==> src/rtl/uart_pkg.sv <==
// uart_pkg -- shared types and constants for the UART core.
//   parity_t               : parity mode selector (none / odd / even)
//   tx_state_t, rx_state_t : transmitter and receiver FSM state encodings
//   DEFAULT_CYCLES_PER_BIT : 24 MHz clock / 1200 baud
//   parity_bit()           : parity bit for a given data XOR and mode
package uart_pkg;

  localparam int DEFAULT_CYCLES_PER_BIT = 20000;

  typedef enum logic [1:0] {
    PARITY_NONE,
    PARITY_ODD,
    PARITY_EVEN
  } parity_t;

  typedef enum logic [2:0] {
    TX_IDLE,
    TX_START,
    TX_DATA,
    TX_PARITY,
    TX_STOP
  } tx_state_t;

  typedef enum logic [2:0] {
    RX_IDLE,
    RX_START,
    RX_DATA,
    RX_PARITY,
    RX_STOP,
    RX_WAIT_HIGH
  } rx_state_t;

  // Even parity is the plain XOR of the data; odd parity is its inverse.
  function automatic logic parity_bit(input parity_t mode, input logic data_xor);
    return data_xor ^ (mode == PARITY_ODD);
  endfunction

endpackage

==> src/rtl/uart_rx.sv <==
// uart_rx -- UART receiver: 2-flop input synchronizer plus receive FSM.
// Ports:
//   clk, rst (async, active-high)
//   ser_rx        : serial line in, asynchronous to clk
//   rx_data       : last received word, held until the next rx_valid
//   rx_valid      : one-cycle pulse, data and error flags valid
//   rx_parity_err : parity mismatch on the flagged frame
//   rx_frame_err  : first stop bit sampled low on the flagged frame
module uart_rx
  import uart_pkg::*;
#(
  parameter int      CYCLES_PER_BIT = DEFAULT_CYCLES_PER_BIT,
  parameter int      DATA_BITS      = 8,
  parameter parity_t PARITY         = PARITY_NONE
) (
  input  logic                 clk,
  input  logic                 rst,
  input  logic                 ser_rx,
  output logic [DATA_BITS-1:0] rx_data,
  output logic                 rx_valid,
  output logic                 rx_parity_err,
  output logic                 rx_frame_err
);

  localparam int CNT_W = $clog2(CYCLES_PER_BIT);
  localparam int IDX_W = $clog2(DATA_BITS);
  localparam logic [CNT_W-1:0] BIT_LAST  = CNT_W'(CYCLES_PER_BIT - 1);
  localparam logic [CNT_W-1:0] HALF_LAST = CNT_W'(CYCLES_PER_BIT / 2 - 1);
  localparam logic [IDX_W-1:0] IDX_LAST  = IDX_W'(DATA_BITS - 1);

  logic [1:0]           sync_q;
  logic                 rx_s;
  rx_state_t            state_q, state_d;
  logic [CNT_W-1:0]     cnt_q, cnt_d;
  logic [IDX_W-1:0]     idx_q, idx_d;
  logic [DATA_BITS-1:0] shift_q, shift_d;
  logic                 par_q, par_d;
  logic [DATA_BITS-1:0] rx_data_d;
  logic                 rx_valid_d, rx_parity_err_d, rx_frame_err_d;

  // Synchronizer resets to the idle-high line level so reset never looks
  // like a start bit.
  assign rx_s = sync_q[1];

  // NOTE: all state is updated with non-blocking assignments so every flop
  // samples the pre-edge values; blocking here would make the synchronizer
  // collapse into a single stage.
  always_ff @(posedge clk or posedge rst) begin
    if (rst) begin
      sync_q        <= 2'b11;
      state_q       <= RX_IDLE;
      cnt_q         <= '0;
      idx_q         <= '0;
      shift_q       <= '0;
      par_q         <= 1'b0;
      rx_data       <= '0;
      rx_valid      <= 1'b0;
      rx_parity_err <= 1'b0;
      rx_frame_err  <= 1'b0;
    end else begin
      sync_q        <= {sync_q[0], ser_rx};
      state_q       <= state_d;
      cnt_q         <= cnt_d;
      idx_q         <= idx_d;
      shift_q       <= shift_d;
      par_q         <= par_d;
      rx_data       <= rx_data_d;
      rx_valid      <= rx_valid_d;
      rx_parity_err <= rx_parity_err_d;
      rx_frame_err  <= rx_frame_err_d;
    end
  end

  // NOTE: every signal driven here gets a default first, so no path through
  // the case statement can leave one unassigned and infer a latch.
  always_comb begin
    state_d         = state_q;
    cnt_d           = cnt_q;
    idx_d           = idx_q;
    shift_d         = shift_q;
    par_d           = par_q;
    rx_data_d       = rx_data;
    rx_valid_d      = 1'b0;
    rx_parity_err_d = rx_parity_err;
    rx_frame_err_d  = rx_frame_err;

    unique case (state_q)
      RX_IDLE: begin
        if (!rx_s) begin
          state_d = RX_START;
          cnt_d   = '0;
        end
      end

      // Resample mid start bit; a line that is already high again was a glitch.
      RX_START: begin
        if (cnt_q == HALF_LAST) begin
          cnt_d   = '0;
          idx_d   = '0;
          state_d = rx_s ? RX_IDLE : RX_DATA;
        end else begin
          cnt_d = cnt_q + 1'b1;
        end
      end

      // LSB arrives first, so shift in from the top.
      RX_DATA: begin
        if (cnt_q == BIT_LAST) begin
          cnt_d   = '0;
          shift_d = {rx_s, shift_q[DATA_BITS-1:1]};
          if (idx_q == IDX_LAST) begin
            state_d = (PARITY == PARITY_NONE) ? RX_STOP : RX_PARITY;
          end else begin
            idx_d = idx_q + 1'b1;
          end
        end else begin
          cnt_d = cnt_q + 1'b1;
        end
      end

      RX_PARITY: begin
        if (cnt_q == BIT_LAST) begin
          cnt_d   = '0;
          par_d   = rx_s;
          state_d = RX_STOP;
        end else begin
          cnt_d = cnt_q + 1'b1;
        end
      end

      // Only the first stop bit is checked; the word is delivered regardless.
      RX_STOP: begin
        if (cnt_q == BIT_LAST) begin
          cnt_d           = '0;
          rx_valid_d      = 1'b1;
          rx_data_d       = shift_q;
          rx_parity_err_d = (PARITY != PARITY_NONE) &&
                            (par_q != parity_bit(PARITY, ^shift_q));
          rx_frame_err_d  = !rx_s;
          state_d         = rx_s ? RX_IDLE : RX_WAIT_HIGH;
        end else begin
          cnt_d = cnt_q + 1'b1;
        end
      end

      // Break handling: a held-low line must not be taken as a new start bit.
      RX_WAIT_HIGH: begin
        if (rx_s) state_d = RX_IDLE;
      end

      default: state_d = RX_IDLE;
    endcase
  end

endmodule

==> src/rtl/uart_core.sv <==
// uart_core -- full-duplex UART: inline transmitter plus uart_rx receiver.
// Ports:
//   clk, rst (async, active-high)
//   tx_data/tx_valid/tx_ready : transmit handshake, word latched on accept
//   ser_tx                    : registered serial out, idle high
//   ser_rx                    : serial in, asynchronous to clk
//   rx_data/rx_valid          : received word with one-cycle valid pulse
//   rx_parity_err/rx_frame_err: error flags qualified by rx_valid
module uart_core
  import uart_pkg::*;
#(
  parameter int      CYCLES_PER_BIT = DEFAULT_CYCLES_PER_BIT,
  parameter int      DATA_BITS      = 8,
  parameter parity_t PARITY         = PARITY_NONE,
  parameter int      STOP_BITS      = 1
) (
  input  logic                 clk,
  input  logic                 rst,
  input  logic [DATA_BITS-1:0] tx_data,
  input  logic                 tx_valid,
  output logic                 tx_ready,
  output logic                 ser_tx,
  input  logic                 ser_rx,
  output logic [DATA_BITS-1:0] rx_data,
  output logic                 rx_valid,
  output logic                 rx_parity_err,
  output logic                 rx_frame_err
);

  localparam int CNT_W = $clog2(CYCLES_PER_BIT);
  localparam int IDX_W = $clog2(DATA_BITS);
  localparam logic [CNT_W-1:0] BIT_LAST  = CNT_W'(CYCLES_PER_BIT - 1);
  localparam logic [IDX_W-1:0] IDX_LAST  = IDX_W'(DATA_BITS - 1);
  localparam logic             STOP_LAST = 1'(STOP_BITS - 1);

  tx_state_t            tx_state_q, tx_state_d;
  logic [CNT_W-1:0]     tx_cnt_q, tx_cnt_d;
  logic [IDX_W-1:0]     tx_idx_q, tx_idx_d;
  logic                 tx_stop_q, tx_stop_d;
  logic [DATA_BITS-1:0] tx_word_q, tx_word_d;
  logic                 ser_tx_d;
  logic                 tx_ready_d;
  logic                 bit_done;

  assign bit_done = (tx_cnt_q == BIT_LAST);

  // tx_ready is registered so it stays low through reset and rises on the
  // first edge after release.
  always_ff @(posedge clk or posedge rst) begin
    if (rst) begin
      tx_state_q <= TX_IDLE;
      tx_cnt_q   <= '0;
      tx_idx_q   <= '0;
      tx_stop_q  <= 1'b0;
      tx_word_q  <= '0;
      ser_tx     <= 1'b1;
      tx_ready   <= 1'b0;
    end else begin
      tx_state_q <= tx_state_d;
      tx_cnt_q   <= tx_cnt_d;
      tx_idx_q   <= tx_idx_d;
      tx_stop_q  <= tx_stop_d;
      tx_word_q  <= tx_word_d;
      ser_tx     <= ser_tx_d;
      tx_ready   <= tx_ready_d;
    end
  end

  // ser_tx_d is the level for the next cycle, so each transition loads the
  // first level of the state being entered.
  always_comb begin
    tx_state_d = tx_state_q;
    tx_cnt_d   = tx_cnt_q;
    tx_idx_d   = tx_idx_q;
    tx_stop_d  = tx_stop_q;
    tx_word_d  = tx_word_q;
    ser_tx_d   = ser_tx;

    unique case (tx_state_q)
      TX_IDLE: begin
        ser_tx_d = 1'b1;
        if (tx_valid && tx_ready) begin
          tx_word_d  = tx_data;
          tx_cnt_d   = '0;
          ser_tx_d   = 1'b0;
          tx_state_d = TX_START;
        end
      end

      TX_START: begin
        if (bit_done) begin
          tx_cnt_d   = '0;
          tx_idx_d   = '0;
          ser_tx_d   = tx_word_q[0];
          tx_state_d = TX_DATA;
        end else begin
          tx_cnt_d = tx_cnt_q + 1'b1;
        end
      end

      TX_DATA: begin
        if (bit_done) begin
          tx_cnt_d = '0;
          if (tx_idx_q == IDX_LAST) begin
            if (PARITY == PARITY_NONE) begin
              tx_stop_d  = 1'b0;
              ser_tx_d   = 1'b1;
              tx_state_d = TX_STOP;
            end else begin
              ser_tx_d   = parity_bit(PARITY, ^tx_word_q);
              tx_state_d = TX_PARITY;
            end
          end else begin
            tx_idx_d = tx_idx_q + 1'b1;
            ser_tx_d = tx_word_q[tx_idx_d];
          end
        end else begin
          tx_cnt_d = tx_cnt_q + 1'b1;
        end
      end

      TX_PARITY: begin
        if (bit_done) begin
          tx_cnt_d   = '0;
          tx_stop_d  = 1'b0;
          ser_tx_d   = 1'b1;
          tx_state_d = TX_STOP;
        end else begin
          tx_cnt_d = tx_cnt_q + 1'b1;
        end
      end

      TX_STOP: begin
        ser_tx_d = 1'b1;
        if (bit_done) begin
          tx_cnt_d = '0;
          if (tx_stop_q == STOP_LAST) begin
            tx_state_d = TX_IDLE;
          end else begin
            tx_stop_d = tx_stop_q + 1'b1;
          end
        end else begin
          tx_cnt_d = tx_cnt_q + 1'b1;
        end
      end

      default: begin
        ser_tx_d   = 1'b1;
        tx_state_d = TX_IDLE;
      end
    endcase

    tx_ready_d = (tx_state_d == TX_IDLE);
  end

  uart_rx #(
    .CYCLES_PER_BIT(CYCLES_PER_BIT),
    .DATA_BITS     (DATA_BITS),
    .PARITY        (PARITY)
  ) u_rx (
    .clk          (clk),
    .rst          (rst),
    .ser_rx       (ser_rx),
    .rx_data      (rx_data),
    .rx_valid     (rx_valid),
    .rx_parity_err(rx_parity_err),
    .rx_frame_err (rx_frame_err)
  );

endmodule
==> config.mk <==
export PLATFORM = sky130hd
export DESIGN_NAME = uart_core
export DESIGN_NICKNAME = d
export VERILOG_FILES = /design/src/rtl/uart_pkg.sv /design/src/rtl/uart_rx.sv /design/src/rtl/uart_core.sv
export SDC_FILE = /design/constraint.sdc
export NUM_CORES = 1
export LEC_CHECK = 0
export ABC_AREA = 1
export BUFFER_PORTS_ARGS = -buffer_cell sky130_fd_sc_hd__clkbuf_2
export CAP_MARGIN = 15
export CORE_AREA = 2 2 93 95
export DETAILED_ROUTE_END_ITERATION = 10
export DIE_AREA = 0 0 95 97
export PLACE_DENSITY_LB_ADDON = 0.15
export SYNTH_ARGS = -nofsm -noshare
export SYNTH_HDL_FRONTEND = slang
export SYNTH_SLANG_ARGS = --single-unit
==> constraint.sdc <==
create_clock -name clk -period 2.9 [get_ports clk]
set_input_delay 0.87 -clock clk [delete_from_list [all_inputs] [get_ports clk]]
set_output_delay 0.87 -clock clk [all_outputs]
set_load 0.05 [all_outputs]
Word-level counts from Yosys, hierarchy flattened
Index checks and enable logic that the tools add are counted.
{ "word_totals": {"input_bits": 12, "regBits": 73} }
{ "classes": {"n_reduce_logical": 22, "magnitude_cmp": 1, "muxes": 49, "eq_ne": 29, "add_sub_neg": 5} }
{ "ops": {"columns": ["op", "count"], "rows": [
  ["two-way mux 15 bit", 5],
  ["two-way mux 3 bit", 21],
  ["case mux 15 bit (3 select lines)", 1],
  ["adder 15 x 1 -> 15 bit (second input constant)", 2],
  ["equality test 15 bit (second input constant)", 2],
  ["case mux 15 bit (2 select lines)", 1],
  ["inequality test 2 bit (second input constant)", 9],
  ["case mux 3 bit (6 select lines)", 1],
  ["equality test 15 x 14 -> 1 bit (second input constant)", 1],
  ["equality test 3 bit (second input constant)", 5],
  ["case mux 3 bit (5 select lines)", 1],
  ["two-way mux 1 bit", 13],
  ["equality test 3 x 2 -> 1 bit (second input constant)", 4],
  ["inequality test 2 x 1 -> 1 bit (second input constant)", 6],
  ["case mux 3 bit (2 select lines)", 2],
  ["AND reduction 2 bit", 5],
  ["zero test 3 bit", 3],
  ["AND reduction 4 bit", 2],
  ["AND reduction 7 bit", 1],
  ["adder 3 x 1 -> 3 bit (second input constant)", 2],
  ["equality test 3 x 1 -> 1 bit (second input constant)", 2],
  ["nonzero test 2 bit", 3],
  ["nonzero test 3 bit", 2],
  ["AND reduction 5 bit", 1],
  ["11 further kinds", 11]
]} }

Depth between registers and ports, before layout
Gate-level depths: netlist of run 1.
{ "logic_depth": {"word_depth": 6, "depth_mapped": 11, "mapped_depth_nobuf": 11} }

Cells and area by module
Synthesis of run 1 repeated with hierarchy kept, for this count alone.
{ "hier_totals": {"cells_unflattened": 543, "hier_area_um2": 4061.4} }
{ "by_module_without_submodules": {"columns": ["mod", "n_inst", "seq_area_each_um2", "area_per_inst_um2", "cells_each"], "rows": [
  ["uart_rx", 1, 1028.5, 2225.9, 290],
  ["uart_core", 1, 777.0, 1835.5, 253]
]} }

Least setup slack after synthesis of run 1
No wires, ideal clock.
{ "synth_timing": {"path_type": "input to register", "start": "in tx_valid", "end": "reg tx_cnt_q[11]", "path_stages": 7, "path_slack_ps": 1240, "arrival_ps": 1543, "path_buffers": 0, "required_time_ps": 2783, "setup_time_ps": 117, "path_cell_list": "nand2_1 > nand2_2 > nand2_4 > nor2_2 > nand3_1 > nor2_1 > nor2_1"} }
{ "synth_between": {"elab_chain_len": 3} }
{ "synth_rtl": {"columns": ["element", "line_no", "source"], "rows": [
  ["start: declaration", "uart_core.sv:20", "input logic tx_valid,"],
  ["logical AND 1 bit", "uart_core.sv:82", "if (tx_valid && tx_ready) begin"],
  ["inequality test 2 bit (no line)", null, null],
  ["AND reduction 2 bit (no line)", null, null],
  ["end signal: assignment", "uart_core.sv:60", "tx_cnt_q <= tx_cnt_d;"],
  ["end: declaration", "uart_core.sv:37", "logic [CNT_W-1:0] tx_cnt_q, tx_cnt_d;"]
]} }
No other way between the ends.
A chain may end at the register's enable or synchronous reset.

Worst setup path in the final report of run 1
{ "layout_timing": {"start": "reg ser_tx", "end": "out ser_tx"} }
{ "layout_rtl": {"columns": ["element", "line_no", "source"], "rows": [
  ["start: declaration", "uart_core.sv:22", "output logic ser_tx,"],
  ["start signal: assignment", "uart_core.sv:64", "ser_tx <= ser_tx_d;"]
]} }
No word-level cell between the ends.

==> results by group, run 1 <==
Outcome
  • Run status: finished, final reports clean

Worst setup path
  • Top Family by Delay on Critical Path: flip-flops
  • Critical path class: reg2out
  • Crit path from: ser_tx
  • Biggest fanout along the worst timing path: 2
  • Slowest stage cell on the critical path: sky130_fd_sc_hd__dfstp_2
  • Stages on the worst setup path: 1
  • Cells traversed along the worst timing path: clkbuf_2
  • Worst EP required: 2.03 ns
  • Worst path arrival time: 1.15 ns
  • CP startpoint kind: flop
  • Type of element capturing the critical path: primary output
  • Worst reg2reg startpoint: tx_cnt_q[0]
  • Sum of buffers and inverters on the critical path: 1
  • Crit path largest cell delay: 0.53 ns
  • Depth of the most critical reg-to-reg path: 9

Clocking
  • CTS Buf Count: 9
  • TritonCTS clock tree: yes
  • CTS-repair resized insts: 0
  • Number of buffers on the longest clock path: 2
  • Count of buffers added by post-CTS timing repair for setup: 0
  • Clock sink count: 72
  • Root buffer cell: sky130_fd_sc_hd__clkbuf_8
  • Hold buffer count at cts: 0
  • Clock H-tree levels: 3
  • Clock edge transition at the registers on the reported setup and hold paths: 0.09 ns
  • Source-to-sink clock delay at the later pin of the worst-skew pair: 0.36 ns

Final layout
  • Final Net Count: 576
  • Area used by multi-input combinational logic: 1930 um^2
  • Share of post-route cells with drive strength above 1: 18.7%
  • Syn-to-layout area delta: 10.5%
  • Core utilization of the finished layout: 55.0%
  • Sequential Area: 1810 um^2
  • Final standard cell area without fillers: 4470 um^2
  • Filler Cells Inserted: 746
  • Commonest non-fill, non-tap cells in the layout: sky130_fd_sc_hd__nand2_1, sky130_fd_sc_hd__dfrtp_1, sky130_fd_sc_hd__nor2_1, sky130_fd_sc_hd__inv_1, sky130_fd_sc_hd__nand3_1
  • Commonest non-fill, non-tap cell in the layout: sky130_fd_sc_hd__nand2_1
  • Number of inserted diodes: 0

Die
  • Std cell rows: 33
  • Die outline area: 9220 um^2
  • Starting utilization of the core area: 49.7%
  • Floorplan die width: 95 um
  • Placeable Area: 8130 um^2
  • Overall die height: 97 um
  • Count of pins on the block boundary: 25

Yosys
  • Post-synth top flop: sky130_fd_sc_hd__dfrtp_1
  • Mapped Nets: 546
  • Cell area after technology mapping: 4050 um^2
  • Post-synth top area share: 42.7%
  • FF+latch count, synth: 72
  • Count of distinct cell types in the synthesized netlist: 36
  • Proportion of register bits with asynchronous set or reset after synthesis: 100%
  • Avg Inst Size Synth: 7.66 um^2
  • Number of flops mapped to enable cells by yosys: 0
  • Sequential share of the synthesized area: 44.6%
  • Cell types occupying the most area after synthesis: sky130_fd_sc_hd__dfrtp_1, sky130_fd_sc_hd__nand2_1, sky130_fd_sc_hd__nor2_1, sky130_fd_sc_hd__nand3_1, sky130_fd_sc_hd__inv_1
  • Cells after synthesis: 528
  • Largest area contributor in the netlist: sky130_fd_sc_hd__dfrtp_1
  • Yosys warnings: 0

Timing
  • Setup violators final: 0
  • Post-route setup TNS: 0 ns
  • Hold violation total from the final report: 0
  • Layout Skew: 0.0112 ns
  • Post-route minimum period: 2.02 ns
  • Maximum clock frequency: 0.494 GHz
  • Total count of max-transition violations in the final report: 0
  • Setup repair after global routing missed its margin: false
  • Final worst-path cycle share: 69.8%

Global routing
  • Global routing usage on met2: 29.7%
  • Met3 track demand over resource in global routing: 4.21%
  • Met1 Usage GRT: 27.9%
  • Remaining global-route overflow: 0
  • Overall track demand over capacity in global routing: 19.9%
  • Initial antenna violation count: 0
  • Via count of the first global-routing pass: 3345
  • Global-route wire length before repair: 14.7 mm
  • Layer carrying the most global-route usage: met2
  • Maximum number of pins on one net before global-route repair: 73

Placed design
  • Instance area after placement: 4270 um^2
  • Routability congestion estimate: 0.901
  • IO buf count: 23
  • Placed wire-length estimate after detailed placement: 5.77 mm

Detailed routing
  • Via count: 3445
  • Routed Antenna Nets: 0
  • Average detailed-routed wire length per instance: 12.0 um
  • First-pass DRT Iterations: 5
  • Post-detailed-route via-to-cell ratio: 5.16
  • Drt initial violations: 142
  • Post-route DRC violation count: 0
  • Final wirelength: 8.04 mm

Power and ir drop
  • Worst voltage drop across the vdd grid: 0.000232 V
  • Leakage: 2.19 nW
  • Power per unit of standard cell area: 417 nW/um^2
  • Power after layout: 1.86 mW

Hold path
  • Hold WC Path Type: reg2reg
  • Startpoint of the lowest-slack hold path: u_rx.sync_q[0]
  • Instance count along the most critical hold path: 0

Flow run
  • Count of max-cap constraint violations: 0
## power by group
part / switching (mW) / total (mW) / internal (mW) / leakage, nW
clock: 0.419 / 0.825 / 0.406 / 0.101
combinational: 0.0240 / 0.0324 / 0.00838 / 1.19
sequential: 0.00188 / 1.01 / 1.01 / 0.903
total: 0.445 / 1.86 / 1.42 / 2.19
## cells in the mapped netlist (all sizes together), types with 2 or more instances
| master | number |
|---|---|
| a21oi | 7 |
| buf | 5 |
| clkinv | 2 |
| dfrtp | 69 |
| dfstp | 3 |
| ha | 6 |
| inv | 69 |
| nand2 | 162 |
| nand3 | 46 |
| nand3b | 2 |
| nand4 | 21 |
| nor2 | 74 |
| nor3 | 8 |
| o211ai | 3 |
| o21ai | 39 |
| xnor2 | 2 |
| xor2 | 4 |
## metrics by stage
step           hold WS, ns  setup slack, ns  cells
3_3_place_gp         0.349             1.13    652
6_report             0.359            0.877    668
3_5_place_dp         0.347             1.07    652
4_1_cts              0.360            0.863    668
5_1_grt              0.369            0.843    668
2_1_floorplan        0.345            0.210    528
## final timing paths
check,to,slack (ns)
worst max-delay path,ser_tx,0.88
worst min-delay path,u_rx.sync_q[1],0.36
worst max register to register,tx_cnt_q[12],1.25
worst min register to register,u_rx.sync_q[1],0.36
max in group asynchronous,ser_tx,2.01
min in group asynchronous,u_rx.cnt_q[6],0.56
## sequential cells by signal, indices dropped and copies added (netlist names)
register / cells
ser_tx: 1
tx_cnt_q: 15
tx_idx_q: 3
tx_ready: 1
tx_state_q: 3
tx_word_q: 8
u_rx.cnt_q: 15
u_rx.idx_q: 3
u_rx.rx_data: 8
u_rx.rx_frame_err: 1
u_rx.rx_valid: 1
u_rx.shift_q: 8
u_rx.state_q: 3
u_rx.sync_q: 2
## cell families after synthesis
kind of cell    Yosys count  share of synthesized area [%]
compound gates           53                           8.69
xor+xnor                  6                           1.30
flops                    72                           44.6
buf+inv                  76                           7.70
other cells               1                         0.0927
fa+ha+maj                 6                           1.86
simple gates            314                           35.7
## layer usage
layer	up-vias	routed length (um)	part of all wire, %
met2	70	3690	46
met3	12	319	4.0
met1	1608	3910	49
met4	0	121	1.5
li1	1755	-	-
met5	-	0	0
## area by class of cell
type                            count  share of cell area, %
Clock buffer                        9                   2.77
Clock inverter                      7                   1.74
Inverter                           71                   6.02
Multi-Input combinational cell    380                   43.1
Sequential cell                    72                   40.4
Tap cell                          105                   2.94
Timing Repair Buffer               24                   3.02
(Power assumes the default switching activity.)
==> inputs of run 2 (changes only) <==
==> constraint.sdc (replaced) <==
create_clock -name clk -period 2.11 [get_ports clk]
set_input_delay 0.633 -clock clk [delete_from_list [all_inputs] [get_ports clk]]
set_output_delay 0.633 -clock clk [all_outputs]
set_load 0.05 [all_outputs]
==> results by group, run 2 (synthesis results as in run 1) <==
Worst setup path
  • Worst path arrival time: 1.16 ns (was 1.15 ns)
  • Worst EP required: 1.48 ns (was 2.03 ns)
  • Top Family by Delay on Critical Path: flip-flops (unchanged)
  • Type of element capturing the critical path: primary output (unchanged)
  • Crit path largest cell delay: 0.54 ns (was 0.53 ns)
  • Sum of buffers and inverters on the critical path: 1 (unchanged)
  • Biggest fanout along the worst timing path: 2 (unchanged)
  • CP startpoint kind: flop (unchanged)
  • Cells traversed along the worst timing path: clkbuf_2 (unchanged)
  • Slowest stage cell on the critical path: sky130_fd_sc_hd__dfstp_2 (unchanged)
  • Critical path class: reg2out (unchanged)

Timing
  • Final worst-path cycle share: 84.9%
  • Setup violators final: 0 (unchanged)
  • Maximum clock frequency: 0.558 GHz
  • Post-route minimum period: 1.79 ns
  • Hold WS: 0.266 ns (was 0.359 ns)
  • Post-route setup TNS: 0 ns (unchanged)
  • Total count of max-transition violations in the final report: 0 (unchanged)
  • Layout Skew: 0.0134 ns (was 0.0112 ns)
  • Setup repair after global routing missed its margin: false (unchanged)
  • Hold violation total from the final report: 0 (unchanged)

Detailed routing
  • Average detailed-routed wire length per instance: 12.6 um (was 12.0 um)
  • Via count: 3428 (was 3445)
  • First-pass DRT Iterations: 5 (unchanged)
  • Routed Antenna Nets: 0 (unchanged)
  • Drt initial violations: 156 (was 142)
  • Post-detailed-route via-to-cell ratio: 5.12 (was 5.16)
  • Post-route DRC violation count: 0 (unchanged)
  • Final wirelength: 8.44 mm (was 8.04 mm)

Flow run
  • Count of max-cap constraint violations: 0 (unchanged)

Clocking
  • CTS Buf Count: 9 (unchanged)
  • Count of buffers added by post-CTS timing repair for setup: 0 (unchanged)
  • Hold buffer count at cts: 0 (unchanged)
  • Clock edge transition at the registers on the reported setup and hold paths: 0.09 ns (about the same)
  • Clock H-tree levels: 3 (unchanged)
  • CTS-repair resized insts: 0 (unchanged)
  • Clock sink count: 72 (unchanged)
  • Root buffer cell: sky130_fd_sc_hd__clkbuf_8 (unchanged)
  • TritonCTS clock tree: yes (unchanged)
  • Number of buffers on the longest clock path: 2 (unchanged)
  • Source-to-sink clock delay at the later pin of the worst-skew pair: 0.36 ns (about the same)

Power and ir drop
  • Worst voltage drop across the vdd grid: 0.000328 V (was 0.000232 V)
  • Leakage: 2.18 nW (was 2.19 nW)
  • Power per unit of standard cell area: 556 nW/um^2 (was 417 nW/um^2)
  • Power after layout: 2.49 mW (was 1.86 mW)

Final layout
  • Share of post-route cells with drive strength above 1: 18.9% (was 18.7%)
  • Filler Cells Inserted: 747 (was 746)
  • Largest regs: tx_cnt_q x15, u_rx.cnt_q x15 (unchanged)
  • Commonest non-fill, non-tap cells in the layout: sky130_fd_sc_hd__nand2_1, sky130_fd_sc_hd__dfrtp_1, sky130_fd_sc_hd__nor2_1, sky130_fd_sc_hd__inv_1, sky130_fd_sc_hd__nand3_1 (unchanged)
  • Number of inserted diodes: 0 (unchanged)
  • Syn-to-layout area delta: 10.6% (was 10.5%)
  • Sequential Area: 1810 um^2 (unchanged)
  • Commonest non-fill, non-tap cell in the layout: sky130_fd_sc_hd__nand2_1 (unchanged)
  • Core utilization of the finished layout: 55.0% (about the same)
  • Area used by multi-input combinational logic: 1930 um^2 (unchanged)
  • Final Net Count: 578 (was 576)

Placed design
  • Routability congestion estimate: 0.928 (was 0.901)
  • Placed wire-length estimate after detailed placement: 6.22 mm (was 5.77 mm)
  • IO buf count: 23 (unchanged)

Die
  • Overall die height: 97 um (unchanged)
  • Floorplan die width: 95 um (unchanged)
  • Placeable Area: 8130 um^2 (unchanged)
  • Die outline area: 9220 um^2 (unchanged)
  • Starting utilization of the core area: 49.7% (unchanged)
  • Std cell rows: 33 (unchanged)
  • Count of pins on the block boundary: 25 (unchanged)

Outcome
  • Run status: finished, final reports clean (unchanged)

Hold path
  • Hold WC Path Type: in2async (was reg2reg)

Global routing
  • Initial antenna violation count: 0 (unchanged)
  • Overall track demand over capacity in global routing: 20.6% (was 19.9%)
  • Global-route wire length before repair: 15.1 mm (was 14.7 mm)
  • Via count of the first global-routing pass: 3368 (was 3345)
  • Remaining global-route overflow: 0 (unchanged)
  • Maximum number of pins on one net before global-route repair: 27 (was 73)
==> run 2: where the power goes <==
group          total (mW)  internal [mW]  switching [mW]  leakage (nW)
logic              0.0493         0.0139          0.0354          1.19
clock network        1.05          0.447           0.606        0.0884
registers            1.38           1.38         0.00251         0.903
==> run 2: worst paths after layout <==
kind	start	endpoint	slack, ns	depth (start not counted)
worst max-delay path	ser_tx	ser_tx	0.32	1
worst min-delay path	rst	tx_word_q[7]	0.27	2
worst max register to register	u_rx.cnt_q[0]	u_rx.cnt_q[10]	0.52	8
worst min register to register	u_rx.sync_q[0]	u_rx.sync_q[1]	0.36	0
max in group asynchronous	rst	ser_tx	1.24	3
min in group clk	u_rx.sync_q[0]	u_rx.sync_q[1]	0.36	0
==> run 2: final cells by class <==
cell class,count,share of cell area [%]
Multi-Input combinational cell,380,43.1
Tap cell,105,2.94
Clock buffer,9,2.77
Timing Repair Buffer,26,3.36
Inverter,71,6.10
Clock inverter,7,1.37
Sequential cell,72,40.4
==> run 2: layer usage <==
layer | vias to the layer above | global-route usage [%] | wire [um]
met4 | 0 | 9.48 | 213
met2 | 85 | 31.6 | 3820
met1 | 1568 | 28.2 | 4070
met3 | 16 | 3.43 | 330
met5 | - | 0 | 0
li1 | 1759 | - | -
==> run 2: per-stage QoR <==
step	area (um^2)	cells	setup WS, ns
2_1_floorplan	4050	528	0.609
4_1_cts	4470	670	0.298
6_report	4470	670	0.318
3_5_place_dp	4290	654	0.544
5_1_grt	4470	670	0.279
3_3_place_gp	4290	654	0.549
==> inputs of run 3 (changes only) <==
--- a/config.mk
+++ b/config.mk
@@ -5,12 +5,12 @@
 export SDC_FILE = /design/constraint.sdc
 export NUM_CORES = 1
 export LEC_CHECK = 0
-export ABC_AREA = 1
+export ABC_AREA = 0
 export BUFFER_PORTS_ARGS = -buffer_cell sky130_fd_sc_hd__clkbuf_2
 export CAP_MARGIN = 15
-export CORE_AREA = 2 2 93 95
+export CORE_AREA = 2 2 88 90
 export DETAILED_ROUTE_END_ITERATION = 10
-export DIE_AREA = 0 0 95 97
+export DIE_AREA = 0 0 90 92
 export PLACE_DENSITY_LB_ADDON = 0.15
 export SYNTH_ARGS = -nofsm -noshare
 export SYNTH_HDL_FRONTEND = slang
==> constraint.sdc (replaced) <==
create_clock -name clk -period 1.8 [get_ports clk]
set_input_delay 0.54 -clock clk [delete_from_list [all_inputs] [get_ports clk]]
set_output_delay 0.54 -clock clk [all_outputs]
set_load 0.05 [all_outputs]
==> results by group, run 3 <==
Placed design
  • Place WS: -0.370 ns (was 0.544 ns)
  • IO buf count: 23 (unchanged)
  • Number of cells in the design after placement: 512 (was 654)
  • Routability congestion estimate: 0.863 (was 0.928)
  • Placed wire-length estimate after detailed placement: 5.20 mm (was 6.22 mm)
  • Instance area after placement: 4340 um^2 (was 4290 um^2)

Detailed routing
  • Via count: 2825 (was 3428)
  • Average detailed-routed wire length per instance: 14.0 um (was 12.6 um)
  • Post-route DRC violation count: 0 (unchanged)
  • Final wirelength: 7.59 mm (was 8.44 mm)
  • Routed Antenna Nets: 0 (unchanged)
  • Post-detailed-route via-to-cell ratio: 5.22 (was 5.12)
  • Drt initial violations: 80 (was 156)
  • First-pass DRT Iterations: 4 (was 5)

Worst setup path
  • Reg2Reg Capture Point: u_rx.cnt_q[1] (was u_rx.cnt_q[10])
  • Crit path from: u_rx.cnt_q[6] (was ser_tx)
  • Critical path class: reg2reg (was reg2out)
  • Worst path arrival time: 2.36 ns (was 1.16 ns)
  • Type of element capturing the critical path: flop (was primary output)
  • Worst setup slack for register-to-register paths: -0.32 ns (was 0.52 ns)
  • Depth of the most critical reg-to-reg path: 5 (was 8)
  • Biggest fanout along the worst timing path: 13 (was 2)
  • Worst reg2reg startpoint: u_rx.cnt_q[6] (was u_rx.cnt_q[0])
  • CP startpoint kind: flop (unchanged)
  • Worst EP required: 2.04 ns (was 1.48 ns)

Final layout
  • Syn-to-layout area delta: 33.7% (was 10.6%)
  • Share of post-route cells with drive strength above 1: 42.8% (was 18.9%)
  • Fin cells: 541 (was 670)
  • Commonest non-fill, non-tap cell in the layout: sky130_fd_sc_hd__dfrtp_1 (was sky130_fd_sc_hd__nand2_1)
  • Largest regs: tx_cnt_q x15, u_rx.cnt_q x15 (unchanged)
  • Number of inserted diodes: 0 (unchanged)
  • Filler Cells Inserted: 616 (was 747)
  • Final Net Count: 452 (was 578)
  • Final standard cell area without fillers: 4780 um^2 (was 4470 um^2)
  • Commonest non-fill, non-tap cells in the layout: sky130_fd_sc_hd__dfrtp_1, sky130_fd_sc_hd__buf_4, sky130_fd_sc_hd__nor2_1, sky130_fd_sc_hd__clkbuf_2 (was sky130_fd_sc_hd__nand2_1, sky130_fd_sc_hd__dfrtp_1, sky130_fd_sc_hd__nor2_1, sky130_fd_sc_hd__inv_1, sky130_fd_sc_hd__nand3_1)

Die
  • Count of pins on the block boundary: 25 (unchanged)
  • Placeable Area: 7450 um^2 (was 8130 um^2)
  • Overall die height: 92 um (was 97 um)
  • Floorplan die width: 90 um (was 95 um)
  • Std cell rows: 32 (was 33)
  • Die outline area: 8280 um^2 (was 9220 um^2)
  • Starting utilization of the core area: 48.0% (was 49.7%)

Timing
  • Setup repair after global routing missed its margin: true (was false)
  • Hold WS: 0.196 ns (was 0.266 ns)
  • Total count of max-transition violations in the final report: 0 (unchanged)
  • Hold violation total from the final report: 0 (unchanged)
  • Setup violators final: 60 (was 0)
  • Transition time of the tightest slew-check pin: 0.526 ns
  • Final worst-path cycle share: 118%
  • Maximum clock frequency: 0.471 GHz
  • Post-route minimum period: 2.12 ns
  • Headroom to the max-slew limit: 64.9%
  • Final critical-path setup slack: -0.323 ns (was 0.318 ns)
  • Layout Skew: 0.00979 ns (was 0.0134 ns)

Power and ir drop
  • Worst voltage drop across the vdd grid: 0.000498 V (was 0.000328 V)
  • Power per unit of standard cell area: 801 nW/um^2 (was 556 nW/um^2)
  • Leakage: 2.26 nW (was 2.18 nW)

Yosys
  • Mapped Nets: 348 (was 546)
  • FF+latch count, synth: 72 (unchanged)
  • Proportion of register bits with asynchronous set or reset after synthesis: 100% (unchanged)
  • Cells after synthesis: 330 (was 528)
  • Yosys warnings: 0 (unchanged)
  • Avg Inst Size Synth: 10.8 um^2 (was 7.66 um^2)
  • Post-synth top area share: 48.3% (was 42.7%)
  • Cell types occupying the most area after synthesis: sky130_fd_sc_hd__dfrtp_1, sky130_fd_sc_hd__mux2_2, sky130_fd_sc_hd__xnor2_1, sky130_fd_sc_hd__nor2_1, sky130_fd_sc_hd__o21ai_0 (was sky130_fd_sc_hd__dfrtp_1, sky130_fd_sc_hd__nand2_1, sky130_fd_sc_hd__nor2_1, sky130_fd_sc_hd__nand3_1, sky130_fd_sc_hd__inv_1)
  • Post-synth top flop: sky130_fd_sc_hd__dfrtp_1 (unchanged)
  • Sequential share of the synthesized area: 50.5% (was 44.6%)
  • Cell area after technology mapping: 3570 um^2 (was 4050 um^2)
  • Most frequent cells after synthesis: sky130_fd_sc_hd__dfrtp_1, sky130_fd_sc_hd__nor2_1, sky130_fd_sc_hd__mux2_2 (was sky130_fd_sc_hd__nand2_1, sky130_fd_sc_hd__dfrtp_1, sky130_fd_sc_hd__nor2_1)
  • Cell with the most instances after synthesis: sky130_fd_sc_hd__dfrtp_1 (was sky130_fd_sc_hd__nand2_1)
  • Number of flops mapped to enable cells by yosys: 0 (unchanged)
  • Count of distinct cell types in the synthesized netlist: 62 (was 36)
  • Largest area contributor in the netlist: sky130_fd_sc_hd__dfrtp_1 (unchanged)

Hold path
  • Hold WC Path Type: in2async (unchanged)

Flow run
  • Count of max-cap constraint violations: 0 (unchanged)

Global routing
  • Via count of the first global-routing pass: 2715 (was 3368)
  • Initial antenna violation count: 0 (unchanged)
  • Global-route wire length before repair: 12.4 mm (was 15.1 mm)
  • Remaining global-route overflow: 0 (unchanged)
  • Maximum number of pins on one net before global-route repair: 28 (was 27)
  • Overall track demand over capacity in global routing: 18.5% (was 20.6%)

Clocking
  • Number of buffers on the longest clock path: 2 (unchanged)
  • Root buffer cell: sky130_fd_sc_hd__clkbuf_8 (unchanged)
  • TritonCTS clock tree: yes (unchanged)
  • Source-to-sink clock delay at the later pin of the worst-skew pair: 0.35 ns (was 0.36 ns)
  • Clock H-tree levels: 3 (unchanged)
  • Clock edge transition at the registers on the reported setup and hold paths: 0.08 ns (was 0.09 ns)
  • Hold buffer count at cts: 0 (unchanged)
  • CTS Buf Count: 9 (unchanged)
  • Clock sink count: 72 (unchanged)

Outcome
  • Run status: complete, but fails checks (was finished, final reports clean)
  • Violations in the final reports: setup timing
## run 3: worst max path at each step
stage | endpoint | slack, ns | cells past startpoint
6_report | u_rx.cnt_q[1] | -0.32 | 5
5_1_grt | u_rx.state_q[1] | -0.37 | 7
4_1_cts | u_rx.cnt_q[6] | -0.37 | 5
3_5_place_dp | u_rx.cnt_q[6] | -0.37 | 5
3_3_place_gp | u_rx.cnt_q[6] | -0.33 | 5
2_1_floorplan | u_rx.cnt_q[1] | -0.37 | 5
## run 3: stage by stage
stage | utilization (%) | TNS (ns) | power, mW
2_1_floorplan | - | -14.83 | 2.41
3_3_place_gp | 58.3 | -13.22 | 2.64
3_5_place_dp | 58.3 | -14.91 | 2.67
4_1_cts | 61.7 | -15.89 | 3.82
5_1_grt | 64.2 | -16.62 | 4.02
6_report | 64.2 | -13.68 | 3.83
## run 3: worst max-delay path: stages, from the launching register on
cell	delay, ns
sky130_fd_sc_hd__dfrtp_1	0.38
sky130_fd_sc_hd__or4_4	0.54
sky130_fd_sc_hd__or4b_4	0.55
sky130_fd_sc_hd__o2bb2ai_2	0.16
sky130_fd_sc_hd__buf_12	0.16
sky130_fd_sc_hd__a22o_1	0.22
## run 3: routing by layer
metal  wire, um  GRT usage [%]
met1       3460           24.0
met2       3880           30.3
met3        190           4.52
met4         67           7.05
met5          0              0
## run 3: final cells by class
cell class,instances,area (um^2),area share (%)
Tap cell,102,128,2.67
Sequential cell,72,1810,37.8
Inverter,16,63.8,1.34
Clock inverter,6,46.3,0.969
Timing Repair Buffer,102,815,17.0
Clock buffer,10,128,2.67
Multi-Input combinational cell,233,1790,37.5
## run 3: power by group
group,switching [mW],internal (mW),leakage [nW]
clock network,0.635,0.504,0.0824
logic,0.395,0.411,1.23
registers,0.0874,1.80,0.953
## run 3: logic make-up (layout without fill, tap and decap cells)
kind of cell / after synthesis / after routing / synth area share [%]
compound gates: 57 / 57 / 10.5
xor+xnor: 18 / 18 / 4.41
fa+ha+maj: 6 / 6 / 2.10
buf+inv: 25 / 134 / 3.50
flops: 72 / 72 / 50.5
mux: 30 / 30 / 10.0
other cells: 1 / 1 / 0.105
simple gates: 121 / 121 / 18.8
## run 3: what timing repair did
item | CTS | global route
buffers inserted | 3 | 9
gates cloned | 0 | 1
gates resized for setup | 17 | 19
setup endpoints to repair | 60 | 61
pin swaps | 11 | 6
